<file path="config.mk">
export PLATFORM = sky130hd
export DESIGN_NAME = sym_vn_lut_loader
export DESIGN_NICKNAME = d
export VERILOG_FILES = /design/src/rtl/sym_vn_lut_loader.sv
export SDC_FILE = /design/constraint.sdc
export NUM_CORES = 1
export LEC_CHECK = 0
export BUFFER_PORTS_ARGS = -buffer_cell sky130_fd_sc_hd__clkbuf_2
export CAP_MARGIN = 20
export CORE_MARGIN = 1.5
export CORE_UTILIZATION = 35
export DETAILED_ROUTE_END_ITERATION = 16
export GPL_ROUTABILITY_DRIVEN = 0
export SLEW_MARGIN = 25
export SYNTH_ARGS = -nofsm -noshare
export SYNTH_HDL_FRONTEND = slang
export SYNTH_SLANG_ARGS = --single-unit
export TNS_END_PERCENT = 5
</file>
<file path="constraint.sdc">
create_clock -name write_clk -period 1.53 [get_ports write_clk]
set_input_delay 0.2295 -clock write_clk [delete_from_list [all_inputs] [get_ports write_clk]]
set_output_delay 0.2295 -clock write_clk [all_outputs]
set_load 0.1 [all_outputs]
</file>
<file path="src/rtl/sym_vn_lut_loader.sv">
// Streams up to 32 LUT pages into two replicated write ports with a one-cycle write pipeline.
// Optional checksum output enabled by defining SYM_VN_LOADER_CHKSUM_EN.
module sym_vn_lut_loader (
    input  logic       write_clk,
    input  logic       rstn,
    input  logic       start,
    input  logic [5:0] num_pages,
    input  logic       abort,
    input  logic [2:0] in_data,
    input  logic       in_valid,
    output logic       in_ready,
    output logic [2:0] lut_in_bank0_replicate_0,
    output logic [4:0] page_write_addr_replicate_0,
    output logic [2:0] lut_in_bank0_replicate_1,
    output logic [4:0] page_write_addr_replicate_1,
    output logic       we,
    output logic       busy,
    output logic       done
`ifdef SYM_VN_LOADER_CHKSUM_EN
    ,
    output logic [7:0] chksum
`endif
);

    // Handshake: a beat transfers on a rising edge where in_valid and in_ready are both 1;
    // in_ready never depends on in_valid, and abort drops in_ready in the same cycle.

    typedef enum logic [1:0] {
        IDLE  = 2'd0,
        LOAD  = 2'd1,
        FLUSH = 2'd2
    } state_t;

    state_t     state;
    state_t     state_next;
    logic [4:0] page_cnt;
    logic [4:0] last_page;
    logic [4:0] start_last;
    logic       accept;
    logic       last_beat;
    logic       start_ok;

    // 0 wraps to 31 through the 5-bit subtraction, so only counts above 32 need clamping.
    assign start_last = (num_pages > 6'd32) ? 5'd31 : (num_pages[4:0] - 5'd1);
    assign start_ok   = (state == IDLE) && start;
    assign accept     = in_valid && in_ready;
    assign last_beat  = accept && (page_cnt == last_page);

    always_ff @(posedge write_clk or negedge rstn) begin
        if (!rstn) begin
            state <= IDLE;
        end else begin
            state <= state_next;
        end
    end

    always_comb begin
        state_next = state;
        case (state)
            IDLE:    if (start) state_next = LOAD;
            LOAD: begin
                if (abort)          state_next = IDLE;
                else if (last_beat) state_next = FLUSH;
            end
            FLUSH:   state_next = IDLE;
            default: state_next = IDLE;
        endcase
    end

    always_comb begin
        in_ready = 1'b0;
        busy     = 1'b0;
        done     = 1'b0;
        case (state)
            LOAD: begin
                in_ready = !abort;
                busy     = 1'b1;
            end
            FLUSH: begin
                busy = 1'b1;
                done = !abort;
            end
            default: ;
        endcase
    end

    // Replicas are kept as separate registers so each bank gets its own driver.
    always_ff @(posedge write_clk or negedge rstn) begin
        if (!rstn) begin
            page_cnt                    <= 5'd0;
            last_page                   <= 5'd0;
            we                          <= 1'b0;
            lut_in_bank0_replicate_0    <= 3'd0;
            lut_in_bank0_replicate_1    <= 3'd0;
            page_write_addr_replicate_0 <= 5'd0;
            page_write_addr_replicate_1 <= 5'd0;
        end else begin
            we <= accept;
            if (start_ok) begin
                page_cnt  <= 5'd0;
                last_page <= start_last;
            end else if (accept) begin
                page_cnt <= page_cnt + 5'd1;
            end
            if (accept) begin
                lut_in_bank0_replicate_0    <= in_data;
                lut_in_bank0_replicate_1    <= in_data;
                page_write_addr_replicate_0 <= page_cnt;
                page_write_addr_replicate_1 <= page_cnt;
            end
        end
    end

`ifdef SYM_VN_LOADER_CHKSUM_EN
    always_ff @(posedge write_clk or negedge rstn) begin
        if (!rstn) begin
            chksum <= 8'd0;
        end else if (start_ok) begin
            chksum <= 8'd0;
        end else if (accept) begin
            chksum <= chksum + {5'b0, in_data};
        end
    end
`endif

endmodule
</file>
==> flow_metrics.py, run 1 <==
metrics = {
    "yosys": {
        "synth_top_area_share_pct": 46.4,
        "yosysUniqueCellTypes": 26,
        "synthArstFlopShare_pct": 100,
        "yosysWarningCount": 0,
        "synthTopCellsByCount": "nand2_1, dfrtp_1, nor2_1",
        "synthesis.area_um2": 1130,
        "synth.largest_area_cell": "dfrtp_1",
        "synth.most_common_cell": "nand2_1",
        "ys_ff_latch": 21,
        "synth_nets": 138,
        "netlist_instances": 118,
        "synth_edf_count": 0,
        "seq_area_frac_synth_pct": 46.4,
        "synthFlopType": "dfrtp_1",
        "avgSynthCellArea_um2": 9.61,
        "synthTopCellsByArea": "dfrtp_1, nand2_1, ha_1",
    },
    "job": {
        "maxCapViolations": 0,
    },
    "detailed_routing": {
        "antenna_left": 0,
        "dr.pass1.iters": 2,
        "via_per_inst": 4.47,
        "drt-initial-drc-count": 9,
        "drc": 0,
        "via_count": 872,
        "detail_route.wl_per_cell_um": 10.2,
        "wl_um": 2000,
    },
    "setup_path": {
        "cpMaxStageDelayCell": "dfrtp_1",
        "required_ns": 1.30,
        "critPathLaunch": "state[1]",
        "critical_path.max_fanout": 2,
        "worstSetupEndpointType": "output pin",
        "critPathTopFamily": "flip-flops",
        "crit_type": "flip-flop to output pin",
        "rr_worst_depth": 6,
        "r2r_end": "state[0]",
        "start_kind": "flip-flop",
        "cp_cell_sequence": "buf_4 -> ha_1 -> nor2b_4 -> buf_12",
        "crit_buf_inv": 2,
        "r2r_slack_ns": 0.07,
        "crit_arrival_ns": 1.31,
        "rr_startpoint": "state[1]",
        "max_stage_delay_ns": 0.41,
    },
    "cells_and_area": {
        "seq_area_um2": 526,
        "area_growth_syn_to_layout_pct": 27.8,
        "fin_area_um2": 1450,
        "drive_above_1_share_pct": 34.4,
        "fill_cells": 305,
        "final_util_pct": 47.5,
        "multiInputGateArea_um2": 534,
        "finalNonFillerCells": 195,
        "n_antenna_cell": 0,
        "fin_nets": 172,
    },
    "power": {
        "irDropWorstVdd_v": 0.000507,
        "p_per_area_nw_per_um2": 2040,
        "power.leakage_nw": 0.752,
    },
    "sta": {
        "final_max_slew_viol_count": 0,
        "setup_viol": 2,
        "relSlewSlack_pct": 64.1,
        "fin_crit_ns": 1.54,
        "worst-slew-pin-transition_ns": 0.541,
        "worst_slack_ns": -0.00945,
        "clock_skew_ns": 0.000701,
        "tns_ns": -0.0143,
        "fin_crit_sh_pct": 101,
        "hold_viol_final": 0,
        "rsz0062_at_grt": "yes",
        "max_freq_mhz": 650,
    },
    "global_route": {
        "grt_max_degree": 22,
        "antenna_found_initial": 0,
        "grt_pass1_vias": 863,
        "grt_pass1_wl_um": 3480,
        "grt_overflow": 0,
        "track_usage_pct": 12.8,
    },
    "worst_hold_path": {
        "hold_start": "in_data[1]",
        "hold_depth": 3,
        "hold_end": "lut_in_bank0_replicate_1[1]",
        "hold_path.class": "input pin to flip-flop",
    },
    "placed_design": {
        "place_ws_ns": 0.0242,
        "dp_cells": 186,
        "io_buffers": 33,
        "placed_area_um2": 1370,
        "place_hpwl_um": 1570,
    },
    "die": {
        "initial_core_util_pct": 37.1,
        "rows": 20,
        "die_area_um2": 3590,
        "die_w_um": 59.9,
        "ios": 34,
        "core_area_um2": 3050,
        "die_h_um": 59.9,
    },
    "clock_network": {
        "root_buffer": "clkbuf_4",
        "cts_htree_levels": 1,
        "path_clk_slew_ns": 0.11,
        "cts_made_buffers": 3,
        "clock_latency_ns": 0.30,
        "clock-sinks": 21,
        "clockBufferDepth": 2,
        "cts_tree": "done",
    },
    "outcome": {
        "violations": "negative setup slack",
        "status": "finished, violations left",
    },
}
cell type report:
cell class | count | area share [%]
multi-input cells | 79 | 36.9
flip-flops and latches | 21 | 36.3
repair buffers | 41 | 19.7
well taps | 44 | 3.80
clock buffers | 4 | 1.81
inverters | 6 | 1.55
kinds of logic (layout without fill, tap and decap cells):
kind of cell    after synthesis  after routing  synth area share (%)
simple gates                 49             49                  20.2
flops                        21             21                  46.4
buf+inv                      18             51                  9.71
xor+xnor                     12             12                  9.27
compound gates               10             10                  6.07
fa+ha+maj                     6              6                  6.62
mux                           2              2                  1.77
cells in the final DEF (no fill, tap or decap), types with 2 or more instances in the layout:
cell type,instances
clkbuf_2,30
nand2_1,28
dfrtp_1,21
nor2_1,10
xor2_1,7
buf_4,6
a31oi_1,5
xnor2_1,5
ha_1,5
buf_12,4
inv_2,3
inv_1,3
clkbuf_4,3
nor2b_4,2
nand4_1,2
a21oi_1,2
mux2i_1,2
through the flow:
step,hold WS [ns],total power (W)
2_1_floorplan,-0.0661,0.00240
3_3_place_gp,0.224,0.00266
3_5_place_dp,0.231,0.00268
4_1_cts,0.101,0.00298
5_1_grt,0.104,0.00312
6_report,0.117,0.00296
state kept, by name, summed over array words and instances (netlist names):
signal                       flops
last_page                        5
lut_in_bank0_replicate_1         3
page_cnt                         5
page_write_addr_replicate_1      5
state                            2
we                               1
where the power goes:
group          leakage, nW  internal, W  switching [W]  total (W)
clock               0.0150     0.000102       0.000155   0.000257
combinational        0.472     0.000437        0.00143    0.00187
sequential           0.265     0.000702       0.000129   0.000831
total                0.752      0.00124        0.00172    0.00296
routing by layer:
metal / GRT usage (%) / up-vias / wire length, um
li1: - / 441 / -
met1: 13.9 / 398 / 814
met2: 23.8 / 28 / 1050
met3: 1.95 / 5 / 93
met4: 6.35 / 0 / 36
met5: 0 / - / 0
worst reg2reg max path, stage by stage, from the launching register on:
cell      delay [ns]
dfrtp_1         0.41
inv_2           0.09
ha_4            0.15
nand3b_4        0.13
nor4_4          0.29
nand3_1         0.14
mux2i_1         0.14
worst max-delay path by stage:
stage	end	slack [ns]	depth (start not counted)
after floorplan	state[0]	-0.1	6
after global placement	state[0]	0.08	6
after detailed placement	state[1]	0.02	6
after CTS	done	-0.04	4
after global routing	in_ready	-0.07	4
final	done	-0.009	4
timing repair:
action | CTS | global route
buffers inserted | 3 | 1
hold buffers | 1 | 0
setup endpoints to repair | 4 | 5
pin swaps | 0 | 2
hold endpoints to repair | 21 | 0
resized for setup | 1 | 2
Power figures use the tool's default switching activity.
==> run 2, diff against run 1 <==
--- a/config.mk
+++ b/config.mk
@@ -7,10 +7,13 @@
 export LEC_CHECK = 0
 export BUFFER_PORTS_ARGS = -buffer_cell sky130_fd_sc_hd__clkbuf_2
 export CAP_MARGIN = 20
+export CELL_PAD_IN_SITES_DETAIL_PLACEMENT = 0
+export CELL_PAD_IN_SITES_GLOBAL_PLACEMENT = 1
 export CORE_MARGIN = 1.5
 export CORE_UTILIZATION = 35
 export DETAILED_ROUTE_END_ITERATION = 16
 export GPL_ROUTABILITY_DRIVEN = 0
+export PLACE_DENSITY_LB_ADDON = 0.1
 export SLEW_MARGIN = 25
 export SYNTH_ARGS = -nofsm -noshare
 export SYNTH_HDL_FRONTEND = slang
==> flow_metrics.py, run 2 (synthesis results as in run 1) <==
metrics = {
    "detailed_routing": {
        "via_count": 847,
        "drt-initial-drc-count": 31,
        "antenna_left": 0,
        "via_per_inst": 4.37,
        "detail_route.wl_per_cell_um": 10.6,
        "drc": 0,
        "wl_um": 2050,
        "dr.pass1.iters": 4,
    },
    "job": {
        "maxCapViolations": 0,
    },
    "cells_and_area": {
        "area_growth_syn_to_layout_pct": 26.5,
        "top_regs": "last_page (5), page_cnt (5), page_write_addr_replicate_1 (5)",
        "drive_above_1_share_pct": 34.7,
        "n_antenna_cell": 0,
        "layout_commonest_cell": "clkbuf_2",
        "mostFrequentLayoutCells": "clkbuf_2, nand2_1, dfrtp_1, nor2_1, xor2_1",
        "multiInputGateArea_um2": 526,
        "seq_area_um2": 527,
        "fin_area_um2": 1430,
        "fin_nets": 171,
        "fill_cells": 324,
    },
    "setup_path": {
        "cpMaxStageDelayCell": "dfrtp_1",
        "max_stage_delay_ns": 0.42,
        "crit_buf_inv": 2,
        "critPathTopFamily": "flip-flops",
        "start_kind": "flip-flop",
        "crit_arrival_ns": 1.33,
        "cp_cell_sequence": "inv_2 -> ha_4 -> nor2b_4 -> buf_12",
        "worstSetupEndpointType": "output pin",
        "critical_path.max_fanout": 3,
        "required_ns": 1.30,
        "crit_type": "flip-flop to output pin",
    },
    "clock_network": {
        "cts_tree": "done",
        "cts_made_buffers": 3,
        "path_clk_slew_ns": 0.12,
        "clockBufferDepth": 2,
        "clock_latency_ns": 0.30,
        "root_buffer": "clkbuf_4",
        "cts_htree_levels": 1,
        "clock-sinks": 21,
    },
    "outcome": {
        "violations": "negative setup slack",
        "status": "finished, violations left",
    },
    "placed_design": {
        "place_ws_ns": 0.0335,
        "place_hpwl_um": 1510,
        "placed_area_um2": 1370,
        "io_buffers": 33,
    },
    "sta": {
        "max_freq_mhz": 640,
        "fin_crit_ns": 1.56,
        "rsz0062_at_grt": "yes",
        "worst-slew-pin-transition_ns": 0.527,
        "final_max_slew_viol_count": 0,
        "setup_viol": 2,
        "clock_skew_ns": 0.00770,
        "hold_viol_final": 0,
        "relSlewSlack_pct": 64.5,
        "worst_slack_ns": -0.0321,
        "fin_crit_sh_pct": 102,
    },
    "global_route": {
        "grt_overflow": 0,
        "grt_max_degree": 22,
        "grt_pass1_wl_um": 3420,
        "grt_pass1_vias": 776,
        "track_usage_pct": 13.0,
        "antenna_found_initial": 0,
    },
    "power": {
        "irDropWorstVdd_v": 0.00100,
        "power.leakage_nw": 0.740,
        "p_per_area_nw_per_um2": 2070,
    },
    "die": {
        "rows": 20,
        "initial_core_util_pct": 37.1,
        "core_area_um2": 3050,
        "ios": 34,
        "die_w_um": 59.9,
        "die_area_um2": 3590,
        "die_h_um": 59.9,
    },
    "worst_hold_path": {
        "hold_path.class": "input pin to flip-flop",
    },
}
-- run 2: changes by cell type in the layout (fill, tap and decap cells not counted) --
cell / previous run / this run
nor4_2: 0 / 1
dfrtp_2: 0 / 1
buf_4: 6 / 5
nor4_4: 1 / 0
dfrtp_1: 21 / 20
-- run 2: where the power goes --
group	switching, W	internal [W]	total [W]
registers	0.000130	0.000705	0.000834
logic	0.00143	0.000434	0.00187
clock network	0.000165	0.000102	0.000266
total	0.00173	0.00124	0.00297
-- run 2: path summary, 6_finish.rpt --
check	to	start	slack, ns	cells after the start
hold reg to reg	page_write_addr_replicate_1[3]	page_write_addr_replicate_1[3]	0.50	2
setup / recovery	in_ready	state[1]	-0.03	4
max in group asynchronous	state[0]	rstn	0.75	2
hold / removal	lut_in_bank0_replicate_1[2]	in_data[2]	0.11	3
setup reg to reg	state[0]	state[1]	0.07	6
min in group asynchronous	lut_in_bank0_replicate_1[2]	rstn	0.41	2
-- run 2: worst register-to-register path: cells and delay by family (launching register included) --
family / cells / cell delay, ns
muxes: 1 / 0.14
and+or+nand+nor: 3 / 0.55
buffers and inverters: 1 / 0.09
DFF: 1 / 0.42
adders and majority gates: 1 / 0.15
-- run 2: layout make-up --
| class | instances | area share [%] |
|---|---|---|
| Tap cell | 44 | 3.84 |
| Inverter | 6 | 1.57 |
| Sequential cell | 21 | 36.7 |
| Clock buffer | 4 | 1.83 |
| Timing Repair Buffer | 40 | 19.4 |
| Multi-Input combinational cell | 79 | 36.6 |
-- run 2: repair_timing --
action	4_1_cts	5_1_grt
endpoints found under the setup margin	3	4
buffers inserted	2	1
resized for setup	2	1
hold buffers	1	0
endpoints found under the hold margin	21	0
-- run 2: metrics by stage --
stage,total power [W],util [%],cells,setup TNS (ns),hold WS (ns)
after floorplan,0.00240,-,118,-0.441,-0.0661
final,0.00297,47.0,194,-0.0512,0.106
after global placement,0.00268,45.0,186,0,0.234
after global routing,0.00314,47.0,194,-0.255,0.110
after CTS,0.00298,46.7,193,-0.0789,0.107
after detailed placement,0.00268,45.0,186,0,0.239
-- run 2: layer usage --
metal	share of wire [%]	GRT usage, %	vias up
met1	46	15.8	390
met5	0	0	-
met4	0.93	3.81	0
li1	-	-	435
met3	4.5	4.55	2
met2	48	21.4	20
